`src/rtl/alu_pkg.sv`:
```
// Shared types and constants for the 16-bit add/sub ALU front-end.
package alu_pkg;

  localparam int ALU_W       = 16;
  localparam int CMD_OP_BIT  = 0;
  localparam int CMD_ACC_BIT = 1;

  localparam logic OP_ADD = 1'b1;
  localparam logic OP_SUB = 1'b0;

  typedef enum logic [2:0] {
    CMD    = 3'd0,
    A_LO   = 3'd1,
    A_HI   = 3'd2,
    B_LO   = 3'd3,
    B_HI   = 3'd4,
    EXEC   = 3'd5,
    RESULT = 3'd6
  } state_t;

  typedef struct packed {
    logic acc_src;
    logic op;
  } cmd_t;

  // Only the two low command bits carry meaning; the rest are ignored.
  function automatic cmd_t decode_cmd(input logic [1:0] c);
    cmd_t r;
    r.op      = c[CMD_OP_BIT];
    r.acc_src = c[CMD_ACC_BIT];
    return r;
  endfunction

endpackage

```
`src/rtl/alu_op_sequencer.sv`:
```
// Byte-stream front-end: assembles A/B/op for the ALU, captures the result
// into an accumulator and offers it on a valid/ready result port.
module alu_op_sequencer
  import alu_pkg::*;
#(
  parameter int DATA_W = ALU_W,
  parameter int BYTE_W = 8
) (
  input  logic              clk,
  input  logic              rst_n,
  input  logic [BYTE_W-1:0] in_data,
  input  logic              in_valid,
  output logic              in_ready,
  output logic [DATA_W-1:0] alu_a,
  output logic [DATA_W-1:0] alu_b,
  output logic              alu_op,
  input  logic [DATA_W-1:0] alu_s,
  output logic [DATA_W-1:0] res_data,
  output logic              res_valid,
  input  logic              res_ready,
  output logic              busy
);

  state_t            state_q, state_d;
  logic [DATA_W-1:0] a_q, a_d;
  logic [DATA_W-1:0] b_q, b_d;
  logic              op_q, op_d;
  logic [DATA_W-1:0] res_q, res_d;
  logic [DATA_W-1:0] acc_q, acc_d;
  logic              rv_q, rv_d;
  // Holds in_ready low until the first edge after reset release.
  logic              en_q;
  logic              load_st;
  logic              accept;
  cmd_t              cmd;

  assign cmd     = decode_cmd(in_data[1:0]);
  assign load_st = (state_q == CMD)  || (state_q == A_LO) || (state_q == A_HI) ||
                   (state_q == B_LO) || (state_q == B_HI);
  assign in_ready = en_q && load_st;
  assign accept   = in_valid && in_ready;

  assign alu_a     = a_q;
  assign alu_b     = b_q;
  assign alu_op    = op_q;
  assign res_data  = res_q;
  assign res_valid = rv_q;
  assign busy      = (state_q != CMD);

  // Next-state and datapath updates; every register holds by default.
  always_comb begin
    state_d = state_q;
    a_d     = a_q;
    b_d     = b_q;
    op_d    = op_q;
    res_d   = res_q;
    acc_d   = acc_q;
    rv_d    = rv_q;
    case (state_q)
      CMD: if (accept) begin
        op_d = cmd.op;
        if (cmd.acc_src) begin
          a_d     = acc_q;
          state_d = B_LO;
        end else begin
          state_d = A_LO;
        end
      end
      A_LO: if (accept) begin
        a_d[BYTE_W-1:0] = in_data;
        state_d         = A_HI;
      end
      A_HI: if (accept) begin
        a_d[DATA_W-1:BYTE_W] = in_data;
        state_d              = B_LO;
      end
      B_LO: if (accept) begin
        b_d[BYTE_W-1:0] = in_data;
        state_d         = B_HI;
      end
      B_HI: if (accept) begin
        b_d[DATA_W-1:BYTE_W] = in_data;
        state_d              = EXEC;
      end
      // Operands have been stable for a full cycle; sample the ALU.
      EXEC: begin
        res_d   = alu_s;
        acc_d   = alu_s;
        rv_d    = 1'b1;
        state_d = RESULT;
      end
      RESULT: if (res_ready) begin
        rv_d    = 1'b0;
        state_d = CMD;
      end
      default: state_d = CMD;
    endcase
  end

  // State and datapath registers; reset discards any partial or pending op.
  always_ff @(posedge clk or negedge rst_n) begin
    if (!rst_n) begin
      state_q <= CMD;
      a_q     <= '0;
      b_q     <= '0;
      op_q    <= 1'b0;
      res_q   <= '0;
      acc_q   <= '0;
      rv_q    <= 1'b0;
      en_q    <= 1'b0;
    end else begin
      state_q <= state_d;
      a_q     <= a_d;
      b_q     <= b_d;
      op_q    <= op_d;
      res_q   <= res_d;
      acc_q   <= acc_d;
      rv_q    <= rv_d;
      en_q    <= 1'b1;
    end
  end

endmodule

```
`config.mk`:
```
export PLATFORM = sky130hd
export DESIGN_NAME = alu_op_sequencer
export DESIGN_NICKNAME = d
export VERILOG_FILES = /design/src/rtl/alu_pkg.sv /design/src/rtl/alu_op_sequencer.sv
export SDC_FILE = /design/constraint.sdc
export NUM_CORES = 1
export LEC_CHECK = 0
export BUFFER_PORTS_ARGS = -buffer_cell sky130_fd_sc_hd__buf_2
export CAP_MARGIN = 20
export CORE_AREA = 4 4 144 77
export DETAILED_ROUTE_END_ITERATION = 8
export DIE_AREA = 0 0 148 81
export GPL_ROUTABILITY_DRIVEN = 1
export PLACE_DENSITY = 0.44
export REMOVE_ABC_BUFFERS = 1
export SLEW_MARGIN = 25
export SYNTH_ARGS = -nofsm -noshare
export SYNTH_HDL_FRONTEND = slang
export SYNTH_SLANG_ARGS = --single-unit
```
`constraint.sdc`:
```
create_clock -name clk -period 2.1 [get_ports clk]
set_input_delay 0.21 -clock clk [delete_from_list [all_inputs] [get_ports clk]]
set_output_delay 0.21 -clock clk [all_outputs]
set_load 0.005 [all_outputs]
```
---- Yosys cells after proc, flatten, opt, wreduce, memory -nomap -nowiden ----
Index checks and enable logic that the tools add are counted.
operators by class
  $add $sub $neg .......................... 0
  multiply operators ...................... 0
  divide/modulo/power cells ............... 0
  order comparisons ....................... 0
  equal/unequal tests ..................... 13
  shifts and indexed selects .............. 0
  mux-type cells .......................... 15
  bitwise operators ....................... 0
  reductions and logical operators ........ 18
operators by type and width
  kind                  count
  $mux W16              2
  $pmux W8 S2           2
  $pmux W3 S7           1
  $mux W3               6
  $ne A2 B2 Y1 const B  7
  $eq A3 B3 Y1 const B  3
  $mux W8               1
  $reduce_and A2 Y1     4
  $reduce_and A4 Y1     2
  $eq A3 B2 Y1 const B  2
  $reduce_and A6 Y1     1
  $reduce_bool A2 Y1    3
  $logic_or A1 B1 Y1    4
  $eq A3 B1 Y1 const B  1
  $logic_not A3 Y1      1
  $reduce_bool A3 Y1    1
  $logic_and A1 B1 Y1   2
  $mux W2               1
  $pmux W1 S2           1
  $mux W1               1
storage, ports and cells
  flip-flop bits (word level) ............. 54
  bits in latches ......................... 0
  RAM bits ................................ 0
  ROM bits ................................ 0
  output and inout bits ................... 52
  word-level logic and storage cells ...... 55
  memories kept ........................... 0

---- Longest topological paths before layout ----
  word-level depth ........................ 9
  depth in mapped cells ................... 6
  mapped depth without buffers ............ 3

---- Worst setup path before layout ----
No wires, ideal clock.
  kind .................................... reg-to-reg
  start point ............................. reg state_q[0]
  end point ............................... reg a_q[10] (netlist: alu_a[10])
  arrival ................................. 1.541 ns
  slack ................................... 0.435 ns
  cell stages (with the launch flop) ...... 5
  cell sequence ........................... dfrtp_1 -> buf_4 -> nor3b_2 -> mux2_2 -> mux2_2
between the ends
  longest elaborated chain between the ends .. 9
ends and longest elaborated chain
  what                                                     RTL line                                        text
  from (decl)                                              alu_op_sequencer.sv:24                          state_t state_q, state_d;
  from (signal assigned)                                   alu_op_sequencer.sv:112                         state_q <= state_d;
  $eq A3 B1 Y1 / $logic_not A3 Y1 (equally long branches)  alu_op_sequencer.sv:38, alu_op_sequencer.sv:59
  $logic_or A1 B1 Y1 (3 in series)                         alu_op_sequencer.sv:38                          assign load_st = (state_q == CMD) || (state_q == A_LO) || (state_q == A_HI) ||
  $logic_or A1 B1 Y1                                       alu_op_sequencer.sv:39                          (state_q == B_LO) || (state_q == B_HI);
  $logic_and A1 B1 Y1                                      alu_op_sequencer.sv:40                          assign in_ready = en_q && load_st;
  $logic_and A1 B1 Y1                                      alu_op_sequencer.sv:41                          assign accept = in_valid && in_ready;
  $ne A2 B2 Y1 (no line)                                   n/a
  $reduce_and A4 Y1 (no line)                              n/a
  to (signal assigned)                                     alu_op_sequencer.sv:104                         a_q <= '0;
  to (signal assigned)                                     alu_op_sequencer.sv:113                         a_q <= a_d;
  to (decl)                                                alu_op_sequencer.sv:25                          logic [DATA_W-1:0] a_q, a_d;
Several ways; a longest one is shown, not always the timed one.
A chain may end at the register's enable or synchronous reset.

---- Final worst setup path ----
  start point ............................. reg state_q[1]
  end point ............................... reg a_q[9] (netlist: alu_a[9])
The elaborated chain is that of the path after synthesis.

==> reports/metrics.yaml <==
run_status:
  status: "finished clean"
worst_setup_path:
  critPathMaxStageDelay_ns: 0.68
  cpMostUsedCell: "mux2_2"
  end_kind: "flip-flop"
  critical-path-slowest-cell: "dfrtp_1"
  crit_family: "flip-flops"
  required_ns: 2.28
  reg2regPathDepth: 4
  crit_chain: "nor3b_2 -> buf_4 -> mux2_2 -> mux2_2"
  crit_path_max_fanout: 15
  worstSetupPathDepth: 4
  path_buf_inv: 1
  arrival_ns: 2.04
  startpoint_type: "flip-flop"
  path_class: "reg -> reg"
die:
  dieArea_mm2: 0.0120
  fp.coreArea_mm2: 0.00989
  fp.dieH_um: 81
  start_util_pct: 24.2
  ioPinCount: 80
  dieWidth_um: 148
  fp-row-count: 26
timing:
  fin_hold_ws_ns: 0.144
  rsz0062_at_grt: "no"
  slew-limit-headroom_pct: 64.5
  fmax_ghz: 0.539
  hold_viol_final: 0
  final_max_slew_viol_count: 0
  finalClockSkew_ns: 0.00602
  fin_tns_setup_ns: 0
  fin_crit_ns: 1.86
  fin_crit_sh_pct: 88.4
  worst_slew_pin_slew_ns: 0.533
  finalSetupViolations: 0
synthesis:
  ys_top_cells_by_count: "mux2_2, dfrtp_1, mux2_4, nand2_1, a21oi_1"
  synth_top_area_cell: "dfrtp_1"
  synth_cells: 158
  ys_ff_latch: 54
  yosysWarnings: 0
  avgSynthCellArea_um2: 15.1
  synth.top_cell.area_share_pct: 56.5
  synth_seq_area_share_pct: 56.5
  yosys.cell_count.top_type: "mux2_2"
  synth-main-ff-cell: "dfrtp_1"
  synth_cell_type_count: 23
  synth_edf_count: 0
  synthArstFlopShare_pct: 100
  synthTopCellsByArea: "dfrtp_1, mux2_2, mux2_4, nor4_4, buf_6"
  synth_area_mm2: 0.00239
power_and_ir_drop:
  p_int_w: 0.00316
  power.clock.fraction_pct: 18.5
  ir_worst_vdd_mv: 0.403
  p_sw_share_pct: 32.1
  netSwitchingPower_w: 0.00149
  pwr_density_cell_mw_per_mm2: 1490
  combPwrFrac_pct: 39.2
  p_leak_nw: 1.48
  seq_power_share_pct: 42.3
grt:
  antenna_found_initial: 0
  grt_first_pass_wirelength_um: 9960
  grt_use_total_pct: 11.1
  grt_overflow: 0
  grt_max_degree: 31
  grt_pass1_vias: 1664
hold_path:
  hp-class: "in -> reg"
  hold_path_depth: 2
clock_network:
  cts_tree: "built"
  cts-root-buf: "clkbuf_16"
  cts_setup_buffers: 0
  path_clk_slew_ns: 0.07
  htree_levels: 2
  clk_latency_ns: 0.30
  cts_max_path_buffers: 2
  cts_sinks: 54
  cts_resized: 0
  numCtsBuffers: 5
route:
  dr.pass1.iters: 4
  wl_met1_um: 3490
  ant_nets: 0
  num_vias: 1584
  dr_wl_met2_um: 2290
  wl_met3_um: 592
  avgRoutedWirePerCell_um: 16.6
  top_layer_used: "met4"
  drc: 0
  totalWireLength_um: 6420
  drt_first_iter_violations: 38
  viasPerCell: 4.09
placed_design:
  dp_hpwl_um: 4810
  place_area_mm2: 0.00296
  portBuffers: 79
  place.gp.congestion: 0.728
job:
  maxCapViolCount: 0
final_layout:
  area_delta_synth_final_pct: 30.5
  stdcell_area_mm2: 0.00312
  diodes: 0
  nets: 274
  drive_gt1_share_pct: 66.8
worst paths after layout:
path / to / from / slack [ns]
worst min-delay path: acc_q[13] / alu_s[13] / 0.14
max in group asynchronous: acc_q[5] / rst_n / 1.30
min in group asynchronous: alu_b[1] / rst_n / 0.49
worst min register to register: alu_a[3] / alu_a[3] / 0.50
worst max-delay path: alu_a[9] / state_q[1] / 0.24
worst max register to register: alu_a[9] / state_q[1] / 0.24
power groups by stage:
stage	logic, W	clock network (W)	registers [W]
2_1_floorplan	0.000979	0	0.00196
3_3_place_gp	0.00184	0	0.00198
3_5_place_dp	0.00186	0	0.00200
4_1_cts	0.00187	0.000886	0.00198
5_1_grt	0.00203	0.000925	0.00206
6_report	0.00182	0.000861	0.00196
cell families after synthesis:
group / Yosys count / synth area share (%)
buf+inv: 10 / 3.09
simple gates: 17 / 5.54
compound gates: 11 / 2.72
mux: 65 / 32.0
flops: 54 / 56.5
other cells: 1 / 0.157
layout by cell type, fill, tap and decap left out, types with 2 or more instances in the layout:
cell type	synthesis	layout
a21oi_1	4	4
buf_2	2	79
buf_4	3	9
clkbuf_16	0	5
dfrtp_1	54	54
mux2_2	56	56
mux2_4	9	9
nand2_1	5	5
nor2_1	2	2
nor3b_2	2	2
nor4_4	2	2
o21ai_0	3	3
or3_1	3	3
registers in the layout (all words and copies together) (netlist names):
register / flops
en_q: 1
alu_op: 1
alu_a: 16
alu_b: 16
res_valid: 1
acc_q: 16
state_q: 3
layer usage:
layer  vias to the layer above  GRT usage (%)
met2                        57           13.9
met4                         0           2.21
met3                         5           5.07
li1                        744              -
met5                         -              0
met1                       778           17.0
cell type report:
cell class                      instances  area, um2
Tap cell                              140        175
Timing Repair Buffer                   89        473
Clock inverter                          1       5.00
Clock buffer                            7        143
Multi-Input combinational cell         94        967
Fill cell                            1026       6770
Inverter                                2       7.51
Sequential cell                        54       1350
through the flow:
stage	power (W)	std cells	utilization, %	worst slack [ns]
finish	0.00465	387	31.6	0.244
global route	0.00501	387	31.6	0.119
CTS	0.00474	387	31.6	0.254
detailed placement	0.00386	378	30.0	0.262
global placement	0.00382	378	30.0	0.304
floorplan	0.00294	150	-	0.261
timing repair:
| item | in CTS | in global routing |
|---|---|---|
| endpoints found under the setup margin | 0 | 0 |
| hold buffers | 1 | 0 |
| hold endpoints to repair | 54 | 0 |
(Power assumes the default switching activity.)
